<file path="src/rtl/jogo_memoria_param.sv">
// Memory game: fills a sequence from a free-running LFSR, shows it on the LEDs,
// then compares each player press against it. Supports full and growing modes.
module jogo_memoria_param #(
    parameter int unsigned  NBOT    = 4,
    parameter int unsigned  DEPTH   = 16,
    parameter int unsigned  SHOW_T  = 500,
    parameter int unsigned  TMR_LIM = 5000,
    localparam int unsigned IW      = (NBOT > 1) ? $clog2(NBOT) : 1,
    localparam int unsigned AW      = (DEPTH > 1) ? $clog2(DEPTH) : 1
) (
    input  logic            clock,
    input  logic            reset,
    input  logic            jogar,
    input  logic            modo,
    input  logic [NBOT-1:0] botoes,
    output logic [NBOT-1:0] leds,
    output logic            ganhou,
    output logic            perdeu,
    output logic            pronto,
    output logic            db_timeout,
    output logic [3:0]      db_estado,
    output logic [AW-1:0]   db_rodada,
    output logic [AW-1:0]   db_endereco,
    output logic [NBOT-1:0] db_memoria,
    output logic [NBOT-1:0] db_jogada
);

    localparam int unsigned   TMAX     = (SHOW_T > TMR_LIM) ? SHOW_T : TMR_LIM;
    localparam int unsigned   TW       = $clog2(TMAX + 1);
    localparam logic [TW-1:0] SHOW_END = TW'(SHOW_T - 1);
    localparam logic [TW-1:0] TMR_END  = TW'(TMR_LIM - 1);
    localparam logic [AW-1:0] LAST     = AW'(DEPTH - 1);

    typedef enum logic [3:0] {
        INICIAL     = 4'h0,
        GERA        = 4'h1,
        MOSTRA_ON   = 4'h2,
        MOSTRA_OFF  = 4'h3,
        ESPERA      = 4'h4,
        REGISTRA    = 4'h5,
        COMPARA     = 4'h6,
        PROX_JOGADA = 4'h7,
        PROX_RODADA = 4'h8,
        ACERTOU     = 4'hA,
        ERROU       = 4'hE
    } state_t;

    state_t          state;
    logic [15:0]     lfsr;
    logic [NBOT-1:0] botoes_prev;
    logic            modo_r;
    logic [AW-1:0]   endereco;
    logic [AW-1:0]   rodada;
    logic [TW-1:0]   tmr;
    logic [IW-1:0]   mem [DEPTH];

    logic            lfsr_fb_c;
    logic            press_c;
    logic            hit_c;
    logic [NBOT-1:0] atual_c;
    logic [NBOT-1:0] prox_c;
    logic [NBOT-1:0] first_c;

    function automatic logic [NBOT-1:0] onehot(input logic [IW-1:0] v);
        return NBOT'(1) << v;
    endfunction

    assign lfsr_fb_c   = lfsr[15] ^ lfsr[13] ^ lfsr[12] ^ lfsr[10];
    assign atual_c     = onehot(mem[endereco]);
    assign prox_c      = onehot(mem[endereco + AW'(1)]);
    assign first_c     = onehot(mem[0]);
    // A press is a rising edge from all-released to anything pressed.
    assign press_c     = (botoes != '0) && (botoes_prev == '0);
    assign hit_c       = (db_jogada == atual_c);

    assign db_estado   = state;
    assign db_rodada   = rodada;
    assign db_endereco = endereco;

    // Sequence storage; contents are don't-care across reset.
    always_ff @(posedge clock) begin
        if (state == GERA) begin
            mem[endereco] <= lfsr[IW-1:0];
        end
    end

    always_ff @(posedge clock) begin
        if (!reset) begin
            state       <= INICIAL;
            lfsr        <= 16'hACE1;
            botoes_prev <= '0;
            modo_r      <= 1'b0;
            endereco    <= '0;
            rodada      <= '0;
            tmr         <= '0;
            leds        <= '0;
            ganhou      <= 1'b0;
            perdeu      <= 1'b0;
            pronto      <= 1'b0;
            db_timeout  <= 1'b0;
            db_memoria  <= '0;
            db_jogada   <= '0;
        end else begin
            lfsr        <= {lfsr[14:0], lfsr_fb_c};
            botoes_prev <= botoes;
            db_memoria  <= (state == INICIAL) ? '0 : atual_c;

            case (state)
                INICIAL, ACERTOU, ERROU: begin
                    leds <= '0;
                    if (jogar) begin
                        state      <= GERA;
                        modo_r     <= modo;
                        endereco   <= '0;
                        tmr        <= '0;
                        ganhou     <= 1'b0;
                        perdeu     <= 1'b0;
                        pronto     <= 1'b0;
                        db_timeout <= 1'b0;
                        db_jogada  <= '0;
                    end
                end

                // One entry per cycle; endereco doubles as the write index.
                GERA: begin
                    if (endereco == LAST) begin
                        rodada   <= modo_r ? '0 : LAST;
                        endereco <= '0;
                        tmr      <= '0;
                        leds     <= first_c;
                        state    <= MOSTRA_ON;
                    end else begin
                        endereco <= endereco + AW'(1);
                    end
                end

                MOSTRA_ON: begin
                    if (tmr == SHOW_END) begin
                        tmr   <= '0;
                        leds  <= '0;
                        state <= MOSTRA_OFF;
                    end else begin
                        tmr <= tmr + TW'(1);
                    end
                end

                MOSTRA_OFF: begin
                    if (tmr == SHOW_END) begin
                        tmr <= '0;
                        if (endereco < rodada) begin
                            endereco <= endereco + AW'(1);
                            leds     <= prox_c;
                            state    <= MOSTRA_ON;
                        end else begin
                            endereco <= '0;
                            state    <= ESPERA;
                        end
                    end else begin
                        tmr <= tmr + TW'(1);
                    end
                end

                // A press on the final timer cycle beats the timeout.
                ESPERA: begin
                    if (press_c) begin
                        state <= REGISTRA;
                    end else if (tmr == TMR_END) begin
                        perdeu     <= 1'b1;
                        pronto     <= 1'b1;
                        db_timeout <= 1'b1;
                        state      <= ERROU;
                    end else begin
                        tmr <= tmr + TW'(1);
                    end
                end

                REGISTRA: begin
                    db_jogada <= botoes;
                    state     <= COMPARA;
                end

                COMPARA: begin
                    if (!hit_c) begin
                        perdeu <= 1'b1;
                        pronto <= 1'b1;
                        state  <= ERROU;
                    end else if (endereco < rodada) begin
                        state <= PROX_JOGADA;
                    end else if (rodada == LAST) begin
                        ganhou <= 1'b1;
                        pronto <= 1'b1;
                        state  <= ACERTOU;
                    end else begin
                        state <= PROX_RODADA;
                    end
                end

                PROX_JOGADA: begin
                    endereco <= endereco + AW'(1);
                    tmr      <= '0;
                    state    <= ESPERA;
                end

                PROX_RODADA: begin
                    rodada   <= rodada + AW'(1);
                    endereco <= '0;
                    tmr      <= '0;
                    leds     <= first_c;
                    state    <= MOSTRA_ON;
                end

                default: begin
                    leds  <= '0;
                    state <= INICIAL;
                end
            endcase
        end
    end

endmodule

</file>
<file path="config.mk">
export PLATFORM = sky130hd
export DESIGN_NAME = jogo_memoria_param
export DESIGN_NICKNAME = d
export VERILOG_FILES = /design/src/rtl/jogo_memoria_param.sv
export SDC_FILE = /design/constraint.sdc
export NUM_CORES = 1
export LEC_CHECK = 0
export BUFFER_PORTS_ARGS = -buffer_cell sky130_fd_sc_hd__buf_2
export CAP_MARGIN = 20
export CORE_ASPECT_RATIO = 1.25
export CORE_MARGIN = 5
export CORE_UTILIZATION = 23
export CTS_CLUSTER_DIAMETER = 200
export DETAILED_ROUTE_END_ITERATION = 12
export HOLD_SLACK_MARGIN = 0.1
export PLACE_DENSITY_LB_ADDON = 0.08
export SLEW_MARGIN = 20
export SYNTH_ARGS = -nofsm -noshare
export SYNTH_HDL_FRONTEND = slang
export SYNTH_SLANG_ARGS = --single-unit
</file>
<file path="constraint.sdc">
create_clock -name clock -period 3.5 [get_ports clock]
set_input_delay 0.7 -clock clock [delete_from_list [all_inputs] [get_ports clock]]
set_output_delay 0.7 -clock clock [all_outputs]
set_load 0.02 [all_outputs]
</file>
* After elaboration in Yosys (flattened, before gate mapping)
Memories as Yosys holds them, arrays and structs flattened. A register that Yosys moved wholly into a read port is not among the register bits.
Index checks and enable logic that the tools add are counted.
** Operators by class
- Mux-type cells :: 47
- Shift-type cells :: 3
- Order comparisons :: 1
- Reductions and logical operators :: 27
- Bitwise logic cells :: 5
- Equality and inequality tests :: 30
- $add $sub $neg :: 3
** Operators by type and width (count)
- 4-bit two-way mux :: 20
- 13-bit two-way mux :: 5
- 13-bit case mux with 5 select lines :: 1
- 4-bit case mux with 5 select lines :: 2
- 4-bit case mux with 9 select lines :: 1
- 5-bit AND reduction :: 5
- 2-bit inequality test (second input constant) :: 11
- 4-bit equality test (second input constant) :: 5
- 4-bit by 3-bit equality test with 1-bit output (second input constant) :: 4
- 4-bit case mux with 2 select lines :: 2
- 13-bit by 1-bit adder with 13-bit output (second input constant) :: 1
- 13-bit equality test (second input constant) :: 1
- 13-bit by 9-bit equality test with 1-bit output (second input constant) :: 1
- 1-bit by 2-bit << shifter with 4-bit output (first input constant) :: 3
- 1-bit two-way mux :: 10
- 5-bit nonzero test :: 2
- 3-bit inequality test (second input constant) :: 3
- 4-bit by 1-bit adder with 4-bit output (second input constant) :: 2
- 4-bit by 2-bit equality test with 1-bit output (second input constant) :: 2
- 4-bit zero test :: 2
- 2-bit nonzero test :: 4
- 1-bit case mux with 3 select lines :: 2
- 2-bit AND reduction :: 3
- 6-bit AND reduction :: 1
- 17 further kinds :: 23
** Storage, ports and cells
- Bits in writable memories :: 32
- Memories :: 1
- Output and inout port bits :: 28
- Logic and storage cells :: 131
- Register bits after elaboration :: 62
** Memories
- mem :: words 16, width 2, rd ports 3, clocked after Yosys merged registers in 1, wr ports 1, RTL line 55 : logic [IW-1:0] mem [DEPTH];

* Depth between registers and ports, before layout
- Depth after elaboration :: 6
- Mapped depth :: 10

* Worst setup path before layout
No wires, ideal clock.
- Kind :: register to register
- Start :: reg endereco[0], in the netlist db_endereco[0]
- End :: reg leds[3]
- Clock period less this slack :: 2.880 ns
- Required time :: 3.383 ns
- Arrival time :: 2.763 ns
- Stages on the path, launching flop included :: 9
- Path buffers :: 2
- Slack :: 0.620 ns
- Cells stage by stage :: dfxtp_1 buf_2 inv_1 ha_1 clkbuf_1 mux4_2 mux4_2 mux2_2 a32o_1
** Between the ends
- Word-level cells in the longest chain between the ends :: 6
** RTL lines
- from (decl) :: RTL line 52 : logic [AW-1:0] endereco;
- from (signal assigned) :: RTL line 133 : endereco <= endereco + AW'(1);
- from (signal assigned) :: RTL line 151 : endereco <= endereco + AW'(1);
- from (signal assigned) :: RTL line 199 : endereco <= endereco + AW'(1);
- 4-bit by 1-bit adder with 4-bit output :: RTL line 70 : assign prox_c = onehot(mem[endereco + AW'(1)]);
- memory read 16 x 2 bit
- 1-bit by 2-bit << shifter with 4-bit output :: RTL line 65 : return NBOT'(1) << v;
- 4-bit two-way mux :: RTL line 150 : if (endereco < rodada) begin
- 4-bit two-way mux :: RTL line 148 : if (tmr == SHOW_END) begin
- 4-bit case mux with 5 select lines :: RTL line 108 : case (state)
- to (signal assigned) :: RTL line 130 : leds <= first_c;
- to (signal assigned) :: RTL line 152 : leds <= prox_c;
- to (signal assigned) :: RTL line 208 : leds <= first_c;
- to (decl) :: RTL line 16 : output logic [NBOT-1:0] leds,
Parallel ways exist; a longest one is shown, timed or not. The select of a mux whose other input is x is not followed.
A chain may end at the register's enable or synchronous reset.

* Final worst setup path
- Start :: reg endereco[1], in the netlist db_endereco[1]
- End :: reg leds[1]
The elaborated chain is that of the path after synthesis.

==> flow_summary.ini <==
[clock_network]
root_buffer = clkbuf_16
cts.path.max_buffers = 2
cts_tree = yes
ctsResizeCount = 0
cts_made_buffers = 9
htreeDepth = 3
clk_pin_slew_worst_paths_ns = 0.07
ctsHoldBuffers = 0
clock_latency_ns = 0.35
cts_sinks = 98
cts_setup_buffers = 0

[place]
dp_slack_ns = 0.715
dpl_cell_area_um2 = 5250
port-buffer-count = 35
dp_hpwl_um = 10100
dp_cells = 751
gp_congestion = 0.766

[floorplan]
die-area_um2 = 24000
die_width_um = 139
start_util_pct = 23.2
core_um2 = 20700
die_height_um = 172
fp-row-count = 59
boundaryPins = 36

[final_layout]
antenna_cells_inserted = 0
instances_no_fill = 767
seq_area_um2 = 2280
stdcell_area_um2 = 5570
final.fill_count = 2170
final_nets = 505
multi_input_area_um2 = 2340
drive_gt1_share_pct = 18.3
syn2layout_area_growth_pct = 15.6

[power_and_ir_drop]
vdd_drop_max_v = 0.000236
p_total_mw = 3.41
leakage_nw = 2.03
powerDensity_nw_per_um2 = 612

[routing]
drtAntennaViolNets = 0
post_drt_wl_per_cell_um = 17.8
initialDrtViolationCount = 197
wirelength_um = 13700
post-route-drc-count = 0
vias = 3597
vias_per_cell = 4.69
dr.pass1.iters = 4

[setup_path]
crit_path_frequent_cell = mux4_2
crit_chain = inv_1 -> ha_1 -> mux4_2 -> mux4_2 -> a311oi_1 -> a22oi_1 -> nor2_1
critPathSlowestCell = ha_1
rr_startpoint = db_endereco[1]$_SDFFE_PN0P_
cp_data_required_time_ns = 3.78
cp_max_fo = 9
start_kind = register
worstPathArrival_ns = 3.06
cp-end-kind = register
crit_path_max_incr_delay_ns = 0.56
crit_type = register to register
crit_start = db_endereco[1]$_SDFFE_PN0P_

[sta]
worst_slew_pin_slew_ns = 0.866
period_share_pct = 79.5
fmax_mhz = 359
finalSetupViolCount = 0
finalCriticalPeriod_ns = 2.78
rsz0062_at_grt = no
slew_violations = 0
fin_skew_ns = 0.0107
fin_tns_setup_ns = 0
layout_setup_ws_ns = 0.718
hold_violations = 0
slew_headroom_pct = 42.3

[synthesis]
ys_warn_count = 0
syn-instance-count = 459
synth.cell_area_um2 = 4820
syn-mean-instance-area_um2 = 10.5
yosysSeqAreaShare_pct = 47.4
ys_seq_elements = 98
synthTopCellsByArea = dfxtp_1 27%, edfxtp_1 20%, mux4_2 7.5%
syn-num-nets = 476
synth_edf_count = 32
yosysMostFrequentCell = dfxtp_1
yosysUniqueCellTypes = 64
synth_top_area_share_pct = 27.4
synth_top_flop_cell = dfxtp_1
synth_area_leader_cell = dfxtp_1
synthTopCellsByCount = 66 x dfxtp_1, 42 x nor2_1, 32 x edfxtp_1
synthArstFlopShare_pct = 0

[status]
status = finished clean

[grt]
grt_pass1_wl_um = 21600
grt-ovfl-total = 0
antenna_found_initial = 0
track_usage_pct = 11.6
grt_max_degree = 33
grt_pass1_vias = 3671

[hold_path]
hp-start = lfsr[14]$_SDFF_PN0_
holdCritPathClass = register to register

[run]
drv_cap = 0
[cell usage in the layout (no fill, tap or decap), types with 4 or more instances in the layout]
cell type  instances
a211oi_1           4
a21oi_1           20
a22o_1             6
a22oi_1            5
a31oi_1            4
and2_1            29
and3_1            11
buf_2             35
buf_4             10
clkbuf_16         11
dfxtp_1           66
edfxtp_1          32
ha_1               9
inv_1             10
mux2i_1            7
mux4_2            16
nand2_1           29
nand2b_1          15
nand3_1           12
nand4_1           13
nor2_1            42
nor2b_1            7
nor3_1             8
nor4_1             4
nor4b_1            4
o21ai_0           10
xor2_1            15
[worst paths after layout]
check                                            end  depth (start not counted)  slack (ns)
worst max-delay path            leds[1]$_SDFFE_PN0P_                          7        0.72
worst min-delay path             lfsr[15]$_SDFF_PN1_                          1        0.41
worst min register to register   lfsr[15]$_SDFF_PN1_                          1        0.41
worst max register to register  leds[1]$_SDFFE_PN0P_                          7        0.72
[sequential cells by signal, indices dropped and copies added (netlist names), 4 cells and up, named ones only]
register,count
mem,32
lfsr,16
tmr,13
botoes_prev,4
db_endereco,4
db_estado,4
db_jogada,4
db_memoria,4
db_rodada,4
leds,4
[through the flow]
step                      utilization, %  hold slack [ns]
after floorplan                        -            0.386
after global placement              25.3            0.393
after detailed placement            25.3            0.396
after CTS                           26.8            0.413
after global routing                26.8            0.433
final                               26.8            0.410
[area by class of cell]
cell class / instances / share of cell area, %
tap: 274 / 6.16
sequential: 98 / 41.0
inverter: 10 / 0.674
clock inverter: 5 / 0.697
timing repair buffer: 45 / 4.49
multi-input combinational: 324 / 42.0
clock buffer: 11 / 4.94
[worst max-delay path: cells and delay by family (launching register included)]
kind | cells | cell delay [ns]
multiplexers | 2 | 0.92
AND/OR/NAND/NOR | 1 | 0.09
buffers and inverters | 1 | 0.11
flip-flops | 1 | 0.52
AO/OA/AOI/OAI | 2 | 0.51
adder cells (fa/ha/maj) | 1 | 0.56
[metal layers]
metal / GRT usage, % / wire (µm) / part of all wire, %
met2: 19.6 / 6650 / 49
met3: 1.70 / 380 / 2.8
met4: 4.26 / 266 / 1.9
met1: 15.0 / 6370 / 47
met5: 0 / 0 / 0
[kinds of logic (layout without fill, tap and decap cells)]
| family | after synthesis | count (layout) | synth area share (%) |
|---|---|---|---|
| flops | 98 | 98 | 47.4 |
| fa+ha+maj | 9 | 9 | 2.34 |
| simple gates | 189 | 189 | 21.0 |
| buf+inv | 37 | 71 | 4.05 |
| mux | 26 | 26 | 9.63 |
| compound gates | 84 | 84 | 12.7 |
| xor+xnor | 16 | 16 | 2.91 |
[power breakdown]
part           internal [mW]  total (mW)  switching (mW)  leakage [nW]
Clock                  0.574        1.02           0.450         0.153
Sequential              1.26        1.37           0.108         0.826
Combinational          0.358        1.01           0.654          1.05
No activity file was read; power rests on OpenSTA's default activity.
